<file path="config.mk">
export PLATFORM = sky130hd
export DESIGN_NAME = eth_reset_sequencer
export DESIGN_NICKNAME = d
export VERILOG_FILES = /design/src/rtl/eth_reset_pkg.sv /design/src/rtl/sync_2ff.sv /design/src/rtl/eth_reset_sequencer.sv
export SDC_FILE = /design/constraint.sdc
export NUM_CORES = 1
export LEC_CHECK = 0
export ABC_AREA = 1
export CORE_ASPECT_RATIO = 0.8
export CORE_MARGIN = 2
export CORE_UTILIZATION = 30
export CTS_BUF_LIST = sky130_fd_sc_hd__clkbuf_8
export CTS_CLUSTER_SIZE = 25
export DETAILED_ROUTE_END_ITERATION = 8
export PLACE_DENSITY_LB_ADDON = 0.2
export SYNTH_ARGS = -nofsm -noshare
export SYNTH_HDL_FRONTEND = slang
export SYNTH_HIERARCHICAL = 1
export SYNTH_SLANG_ARGS = --single-unit
export TNS_END_PERCENT = 10
</file>
<file path="constraint.sdc">
create_clock -name ref_clk -period 1.9 [get_ports ref_clk]
set_input_delay 0.38 -clock ref_clk [delete_from_list [all_inputs] [get_ports ref_clk]]
set_output_delay 0.38 -clock ref_clk [all_outputs]
set_load 0.005 [all_outputs]
</file>
<file path="src/rtl/eth_reset_pkg.sv">
// Shared types and helpers for the Ethernet reset sequencer.
package eth_reset_pkg;

  typedef enum logic [2:0] {
    IDLE      = 3'd0,
    WAIT_MMCM = 3'd1,
    PMA_RST   = 3'd2,
    WAIT_PLL  = 3'd3,
    AXI_REL   = 3'd4,
    RUN       = 3'd5
  } eth_rst_state_t;

  // Width of the shared state counter: wide enough for the largest duration plus one bit.
  function automatic int cnt_width(input int a, input int b, input int c, input int d);
    int m;
    m = a;
    if (b > m) m = b;
    if (c > m) m = c;
    if (d > m) m = d;
    return $clog2(m) + 1;
  endfunction

endpackage

</file>
<file path="src/rtl/sync_2ff.sv">
// Single-bit two-flop synchronizer for asynchronous status inputs.
// The flops are deliberately not reset so they keep tracking the input through reset.
module sync_2ff (
  input  logic clk,
  input  logic d,
  output logic q
);

  logic meta_reg;
  logic sync_reg;

  // Two-stage capture of the asynchronous input.
  always_ff @(posedge clk) begin
    meta_reg <= d;
    sync_reg <= meta_reg;
  end

  assign q = sync_reg;

endmodule

</file>
<file path="src/rtl/eth_reset_sequencer.sv">
// Reset sequencer for the 1000BASE-X/SGMII Ethernet wrapper: releases PMA, AXI-Lite and
// MAC resets in order once MMCM and GT PLL0 are stably locked, retries the PMA reset on
// PLL lock timeout, and re-sequences when lock is lost.
module eth_reset_sequencer
  import eth_reset_pkg::*;
#(
  parameter int LOCK_STABLE_CYCLES  = 2000,
  parameter int PMA_RST_CYCLES      = 200,
  parameter int AXI_RST_CYCLES      = 16,
  parameter int LOCK_TIMEOUT_CYCLES = 200000
) (
  input  logic       ref_clk,
  input  logic       glbl_rst,
  input  logic       mmcm_locked,
  input  logic       gt0_pll0lock_in,
  input  logic       gt0_pll0refclklost_in,
  output logic       pma_reset,
  output logic       mac_glbl_rst,
  output logic       s_axi_lite_resetn,
  output logic       reset_done,
  output logic [7:0] retry_cnt
);

  localparam int CW = cnt_width(LOCK_STABLE_CYCLES, PMA_RST_CYCLES,
                                AXI_RST_CYCLES, LOCK_TIMEOUT_CYCLES);

  // Terminal counts: a state exits on the edge where its counter holds N-1.
  localparam logic [CW-1:0] LS_LAST  = CW'(LOCK_STABLE_CYCLES - 1);
  localparam logic [CW-1:0] PMA_LAST = CW'(PMA_RST_CYCLES - 1);
  localparam logic [CW-1:0] AXI_LAST = CW'(AXI_RST_CYCLES - 1);
  localparam logic [CW-1:0] TMO_LAST = CW'(LOCK_TIMEOUT_CYCLES - 1);

  logic [2:0] async_vec;
  logic [2:0] sync_vec;
  logic       mmcm_s;
  logic       pll_s;
  logic       lost_s;
  logic       pll_ok;

  eth_rst_state_t state_reg, state_next;
  logic [CW-1:0]  cnt_reg, cnt_next;
  logic [CW-1:0]  tmo_reg, tmo_next;
  logic [7:0]     retry_reg, retry_next;

  logic pma_reset_reg, pma_reset_next;
  logic mac_rst_reg, mac_rst_next;
  logic axi_resetn_reg, axi_resetn_next;
  logic done_reg, done_next;

  assign async_vec = {gt0_pll0refclklost_in, gt0_pll0lock_in, mmcm_locked};

  genvar gi;
  generate
    for (gi = 0; gi < 3; gi++) begin : g_sync
      sync_2ff u_sync (
        .clk (ref_clk),
        .d   (async_vec[gi]),
        .q   (sync_vec[gi])
      );
    end
  endgenerate

  assign mmcm_s = sync_vec[0];
  assign pll_s  = sync_vec[1];
  assign lost_s = sync_vec[2];
  assign pll_ok = pll_s & ~lost_s;

  // State, counters and retry count registers.
  always_ff @(posedge ref_clk) begin
    if (glbl_rst) begin
      state_reg <= IDLE;
      cnt_reg   <= '0;
      tmo_reg   <= '0;
      retry_reg <= '0;
    end else begin
      state_reg <= state_next;
      cnt_reg   <= cnt_next;
      tmo_reg   <= tmo_next;
      retry_reg <= retry_next;
    end
  end

  // Next-state, counter and retry logic; lock-loss faults override normal progress.
  always_comb begin
    state_next = state_reg;
    cnt_next   = cnt_reg + CW'(1);
    tmo_next   = '0;
    retry_next = retry_reg;

    unique case (state_reg)
      IDLE: state_next = WAIT_MMCM;
      WAIT_MMCM: begin
        if (!mmcm_s)                 cnt_next   = '0;
        else if (cnt_reg == LS_LAST) state_next = PMA_RST;
      end
      PMA_RST: begin
        if (cnt_reg == PMA_LAST) state_next = WAIT_PLL;
      end
      WAIT_PLL: begin
        tmo_next = tmo_reg + CW'(1);
        if (!pll_ok) cnt_next = '0;
        // Reaching stability on the timeout cycle still counts as success.
        if (pll_ok && (cnt_reg == LS_LAST)) state_next = AXI_REL;
        else if (tmo_reg == TMO_LAST)       state_next = PMA_RST;
      end
      AXI_REL: begin
        if (cnt_reg == AXI_LAST) state_next = RUN;
      end
      RUN:     cnt_next = '0;
      default: state_next = IDLE;
    endcase

    // Loss of MMCM lock restarts everything; PLL loss after release only redoes the PMA reset.
    if (state_reg inside {PMA_RST, WAIT_PLL, AXI_REL, RUN}) begin
      if (!mmcm_s) begin
        state_next = IDLE;
      end else if (!pll_ok && (state_reg inside {AXI_REL, RUN})) begin
        state_next = PMA_RST;
      end
    end

    // WAIT_PLL only falls back to PMA_RST through the lock timeout.
    if ((state_reg == WAIT_PLL) && (state_next == PMA_RST) && (retry_reg != 8'hFF)) begin
      retry_next = retry_reg + 8'd1;
    end

    if (state_next != state_reg) begin
      cnt_next = '0;
      tmo_next = '0;
    end
  end

  // Output decode from the next state so outputs move on the same edge as the state.
  always_comb begin
    pma_reset_next  = 1'b1;
    mac_rst_next    = 1'b1;
    axi_resetn_next = 1'b0;
    done_next       = 1'b0;
    case (state_next)
      WAIT_PLL: pma_reset_next = 1'b0;
      AXI_REL: begin
        pma_reset_next  = 1'b0;
        axi_resetn_next = 1'b1;
      end
      RUN: begin
        pma_reset_next  = 1'b0;
        mac_rst_next    = 1'b0;
        axi_resetn_next = 1'b1;
        done_next       = 1'b1;
      end
      default: ;
    endcase
  end

  // Registered reset outputs.
  always_ff @(posedge ref_clk) begin
    if (glbl_rst) begin
      pma_reset_reg  <= 1'b1;
      mac_rst_reg    <= 1'b1;
      axi_resetn_reg <= 1'b0;
      done_reg       <= 1'b0;
    end else begin
      pma_reset_reg  <= pma_reset_next;
      mac_rst_reg    <= mac_rst_next;
      axi_resetn_reg <= axi_resetn_next;
      done_reg       <= done_next;
    end
  end

  assign pma_reset         = pma_reset_reg;
  assign mac_glbl_rst      = mac_rst_reg;
  assign s_axi_lite_resetn = axi_resetn_reg;
  assign reset_done        = done_reg;
  assign retry_cnt         = retry_reg;

endmodule
</file>
# Word level (Yosys, flattened, before mapping)
# Cells that the tools add are included.
[totals]
register_bits = 59
latchBits = 0
ramBits = 0
romBits = 0
inputBits = 5
out_inout_bits = 12
wordCells = 64
mem_count = 0
[op_classes]
add_sub_neg = 3
multipliers = 0
div_mod_pow = 0
magnitude_cmp = 0
eq_ne = 15
shift = 0
n_mux = 17
bitwise_logic = 3
reduce_logical = 12
[ops]
columns = ["cell", "n"]
rows = [
  ["case mux 19 bit (3 select lines)", 1],
  ["adder 19 x 1 -> 19 bit (second input constant)", 2],
  ["2-to-1 mux 19 bit", 2],
  ["2-to-1 mux 3 bit", 9],
  ["== test 19 x 11 -> 1 bit (second input constant)", 1],
  ["== test 19 x 18 -> 1 bit (second input constant)", 1],
  ["== test 19 x 4 -> 1 bit (second input constant)", 1],
  ["== test 19 x 8 -> 1 bit (second input constant)", 1],
  ["case mux 3 bit (6 select lines)", 1],
  ["== test 3 x 2 -> 1 bit (second input constant)", 4],
  ["== test 3 bit (second input constant)", 4],
  ["adder 8 x 1 -> 8 bit (second input constant)", 1],
  ["inequality test 8 bit (second input constant)", 1],
  ["OR reduction 3 bit", 2],
  ["logical AND 1 bit", 4],
  ["2-to-1 mux 1 bit", 4],
  ["nonzero test 4 bit", 1],
  ["OR reduction 2 bit", 2],
  ["== test 3 x 1 -> 1 bit (second input constant)", 1],
  ["logical NOT 3 bit", 1],
  ["inequality test 3 bit", 1],
  ["inverter 1 bit", 2],
  ["nonzero test 2 bit", 1],
  ["AND 1 bit", 1],
  ["logical NOT 1 bit", 1],
]

# Depth between registers and ports, before layout
[logic_depth]
word_depth = 11
ltp_mapped = 15
depth_no_buf = 15

# By module
# The synthesis kept the hierarchy.
[by_module_without_submodules]
columns = ["module", "n_inst", "cells_per_inst", "area_each_um2", "seq_area_each_um2"]
rows = [
  ["eth_reset_sequencer", 1, 382, 2775.2, 1061.0],
  ["sync_2ff", 3, 2, 40.0, 40.0],
]

# Worst setup path before layout
# OpenSTA, ideal clock, no wires.
[synth_timing]
path_type = "register to register"
start = "reg cnt_reg[0]"
end = "reg tmo_reg[10]"
setup_time_ps = 121
arrival_time_ps = 1887
t_required_ps = 1779
path_slack_ps = -108
stages_incl_launch_ff = 16
n_path_buf = 1
period_less_slack_ps = 2008
path_cell_list = "dfxtp_1 -> ha_1 -> nand2_1 -> nor2_4 -> inv_2 -> nor2_1 -> nand4_1 -> nand2_1 -> nand3_2 -> nor2_2 -> nor2_4 -> nand2_1 -> nand2_2 -> nand4_4 -> buf_6 -> nor2_4"
[synth_via]
elab_chain_len = 9
word_cells_on_any_way = 15
classes_between = "4 x eq/ne; 9 x mux; 2 x reduce/logical"
[synth_lines]
columns = ["element", "line", "rtl"]
rows = [
  ["start: declaration", "eth_reset_sequencer.sv:41", "logic [CW-1:0] cnt_reg, cnt_next;"],
  ["start signal: assignment", "eth_reset_sequencer.sv:77", "cnt_reg <= cnt_next;"],
  ["== test 19 x 11 -> 1 bit", "eth_reset_sequencer.sv:94, eth_reset_sequencer.sv:103", ""],
  ["2-to-1 mux 3 bit or logical AND 1 bit (tied branches)", "eth_reset_sequencer.sv:94, eth_reset_sequencer.sv:103", ""],
  ["2-to-1 mux 3 bit (on tied branches)", "eth_reset_sequencer.sv:93, eth_reset_sequencer.sv:103", ""],
  ["case mux 3 bit (6 select lines) (*)", "eth_reset_sequencer.sv:90", "unique case (state_reg)"],
  ["2-to-1 mux 3 bit", "eth_reset_sequencer.sv:117", "end else if (!pll_ok && (state_reg inside {AXI_REL, RUN})) begin"],
  ["2-to-1 mux 3 bit", "eth_reset_sequencer.sv:115", "if (!mmcm_s) begin"],
  ["2-to-1 mux 3 bit (*)", "eth_reset_sequencer.sv:114", "if (state_reg inside {PMA_RST, WAIT_PLL, AXI_REL, RUN}) begin"],
  ["inequality test 3 bit (*)", "eth_reset_sequencer.sv:127", "if (state_next != state_reg) begin"],
  ["OR reduction 3 bit (no line) (*)", "n/a", ""],
  ["end signal: assignment", "eth_reset_sequencer.sv:78", "tmo_reg <= tmo_next;"],
  ["end: declaration", "eth_reset_sequencer.sv:42", "logic [CW-1:0] tmo_reg, tmo_next;"],
]
# Mark *: on every way between the ends. The rest lies on a longest branch, timed or not.
# A chain may end at the register's enable or synchronous reset.

# Worst setup path in the final report
[layout_timing]
start = "reg cnt_reg[1]"
end = "reg tmo_reg[7]"
# Same word-level chain as after synthesis.

==> impl_metrics.py <==
metrics = {
    "global_routing": {
        "grt_max_degree": 19,
        "grt-ovfl-total": 0,
        "grt_pass1_wl_mm": 11.01,
        "grt_usage_pct": 13.37,
        "grt_pass1_vias": 2440,
        "antenna_found_initial": 0,
    },
    "logic_synthesis": {
        "yosysWarnings": 6,
        "yosys_most_used_dff": "dfxtp_1",
        "yosysTopAreaCell": "dfxtp_1",
        "yosysSeqAreaShare_pct": 40.80,
        "syn_area_sq_mm": 0.002895,
        "ys_seq_elements": 59,
        "synth-edff-count": 0,
        "synth.distinct_cells": 28,
        "synth_area_leaders": "dfxtp_1 41%, nor2_1 9.3%, nand2_1 8.4%, inv_1 6.7%, xor2_1 5.7%",
        "synth_top_area_share_pct": 40.80,
        "synth-async-reset-ratio_pct": 0,
        "yosys-top-cells-count": "72 x nor2_1, 65 x nand2_1, 59 x dfxtp_1, 52 x inv_1, 29 x nand3_1",
        "synth_most_common_cell": "nor2_1",
        "postSynthCellCount": 388,
        "syn_avg_cell_area_sq_um": 7.462,
        "synth_fp_nets": 396,
    },
    "drt": {
        "detail_route.vias_per_cell": 4.298,
        "wl_per_cell_microns": 10.81,
        "drt_pass1_iterations": 4,
        "drt_iter0_drc": 100,
        "wl_met2_mm": 2.695,
        "remaining_drc_errors": 0,
        "ant_nets": 0,
        "drt-total-wl_mm": 6.605,
        "vias": 2626,
        "highest-signal-layer": "met4",
        "met1Wirelength_mm": 3.538,
        "route.met3.wl_microns": 257,
    },
    "clock_tree": {
        "clock_insertion_delay_worst_skew_ns": 0.34,
        "cts_hold_buf": 0,
        "cts.sinks": 59,
        "cts_buffers": 9,
        "cts.path.max_buffers": 2,
        "clk_pin_slew_ns": 0.07,
        "h-tree-depth": 3,
        "cts_root_buffer": "clkbuf_8",
        "cts_tree": "done",
    },
    "setup_path": {
        "crit_chain": "ha_4 -> nand2_4 -> nor2_4 -> inv_2 -> nor2_1 -> nand4_1 -> nand2_2 -> nand3_4 -> o21bai_4 -> nand2_2 -> nand2_4 -> nand4_4 -> clkbuf_16 -> nor2_4",
        "max_stage_delay_ns": 0.35,
        "cp.arrival_ns": 2.36,
        "critPathKind": "reg2reg",
        "startpoint_type": "flip-flop",
        "cp.required_ns": 2.18,
        "critPathCaptureType": "flip-flop",
        "cpMaxStageDelayCell": "dfxtp_2",
        "crit_fanout": 4,
    },
    "sta": {
        "rsz0062_at_grt": "true",
        "finalHoldViolCount": 0,
        "setup_viol": 45,
        "slew_viol_final": 0,
        "period_share_pct": 109.4,
        "clock_skew_ns": 0.008410,
        "tightest_slew_ns": 0.3423,
        "worst_slack_ns": -0.1783,
        "slew_headroom_pct": 77.00,
        "layout_min_cycle_time_ns": 2.078,
        "fmax_mhz": 481.2,
    },
    "pwr": {
        "pwr-share-clk_pct": 45.8,
        "p_int_mw": 1.947,
        "peakVddDrop_mv": 0.3771,
        "switching_share_pct": 23.56,
        "p_leak_nw": 1.646,
        "comb_power_share_pct": 5.0,
        "power_frac_seq_pct": 49.2,
        "powerDensity_mw_per_mm2": 606.9,
        "p_sw_mw": 0.6002,
    },
    "placed_design": {
        "place_congestion": 0.8757,
        "place_area_sq_mm": 0.003761,
        "dp.cells": 589,
        "place_hpwl_mm": 4.806,
        "detailedPlace.worstSlack_ns": -0.1526,
        "place.port_buffers": 16,
    },
    "floorplanning": {
        "die_h_microns": 91.87,
        "rows": 32,
        "initial_core_util_pct": 30.38,
        "dieArea_sq_mm": 0.01046,
        "core_area_sq_mm": 0.009529,
        "ioPinCount": 17,
        "die_w_microns": 113.8,
    },
    "cells_and_area": {
        "syn2layout_area_growth_pct": 44.99,
        "fin_area_sq_mm": 0.004198,
        "stdcell_count": 611,
        "fill_cells": 989,
        "num_antenna_cells": 0,
        "fin_nets": 495,
        "drive_gt1_share_pct": 32.72,
        "fin_util_pct": 44.05,
    },
    "run": {
        "maxCapViolations": 0,
    },
    "status": {
        "status": "finished with violations",
        "violations": "negative setup slack",
    },
    "worst_hold_path": {
        "holdCritPathClass": "reg2reg",
    },
}
==> logic make-up (layout without fill, tap and decap cells) <==
kind of cell,Yosys count,count (layout),synth area share (%)
AND/OR/NAND/NOR,221,221,37.42
XOR/XNOR,28,28,8.470
flip-flops,59,59,40.80
AO/OA/AOI/OAI,16,16,3.543
buffers and inverters,61,165,8.470
adder cells (fa/ha/maj),3,3,1.297
==> final timing paths <==
kind | from | slack (ns) | end | depth (start not counted)
worst max-delay path | cnt_reg[1]$_SDFF_PP0_ | -0.18 | tmo_reg[7]$_SDFF_PP0_ | 14
worst min-delay path | g_sync[2].u_sync/meta_reg$_DFF_P_ | 0.33 | g_sync[2].u_sync/q$_DFF_P_ | 0
worst max register to register | cnt_reg[1]$_SDFF_PP0_ | -0.18 | tmo_reg[7]$_SDFF_PP0_ | 14
worst min register to register | g_sync[2].u_sync/meta_reg$_DFF_P_ | 0.33 | g_sync[2].u_sync/q$_DFF_P_ | 0
==> area by class of cell <==
type / instances / area (sq um) / area share [%]
Clock inverter: 6 / 65.06 / 1.550
Tap cell: 119 / 148.9 / 3.547
Clock buffer: 10 / 137.6 / 3.279
Timing Repair Buffer: 91 / 803.3 / 19.14
Multi-Input combinational cell: 268 / 1640 / 39.08
Sequential cell: 59 / 1184 / 28.20
Inverter: 58 / 219.0 / 5.216
==> worst max-delay path: cells and delay by family, from the launching register on <==
family	cells	cell delay, ns
adders and majority gates	1	0.15
and+or+nand+nor	10	1.13
DFF	1	0.35
AOI/OAI and AO/OA	1	0.14
buffers and inverters	2	0.25
==> per-stage QoR <==
step | hold slack [ns] | total power [mW] | TNS (ns)
finish | 0.3286 | 2.548 | -6.606
global route | 0.3374 | 2.666 | -13.79
CTS | 0.3290 | 2.568 | -4.629
detailed placement | 0.3128 | 1.379 | -4.948
global placement | 0.3146 | 1.380 | -3.029
floorplan | 0.3096 | 1.332 | -0.8810
==> cells in the final DEF, fill, tap and decap left out, types with 3 or more instances in the layout <==
cell type	n
a21oi_1	4
clkbuf_8	10
dfxtp_1	57
inv_2	5
nor2_2	22
nand3_1	28
nor2_1	49
clkdlybuf4s50_1	16
buf_12	3
xor2_1	19
xnor2_1	9
nand4_1	16
clkinv_2	3
nand2_4	3
o21ai_0	5
inv_1	52
nand2_1	59
nor2_4	18
buf_4	68
nand2_2	7
nor3_1	10
==> metal layers <==
| metal | vias up | GRT usage [%] |
|---|---|---|
| met2 | 31 | 18.76 |
| met3 | 9 | 4.825 |
| li1 | 1423 | - |
| met4 | 0 | 5.488 |
| met1 | 1163 | 18.46 |
| met5 | - | 0 |
==> what timing repair did <==
action                     CTS  global route
pin swaps                    2             9
resized for setup            6            40
setup buffers                0             3
cloned                       0             3
setup endpoints to repair   45            49
==> power by group through the flow <==
stage	clock [mW]	combinational, mW	sequential, mW
floorplan	0	0.0503	1.28
global placement	0	0.0980	1.28
detailed placement	0	0.0970	1.28
CTS	1.21	0.100	1.25
global route	1.27	0.138	1.25
finish	1.17	0.126	1.25
Note: power is estimated with default switching activity, not from simulation.
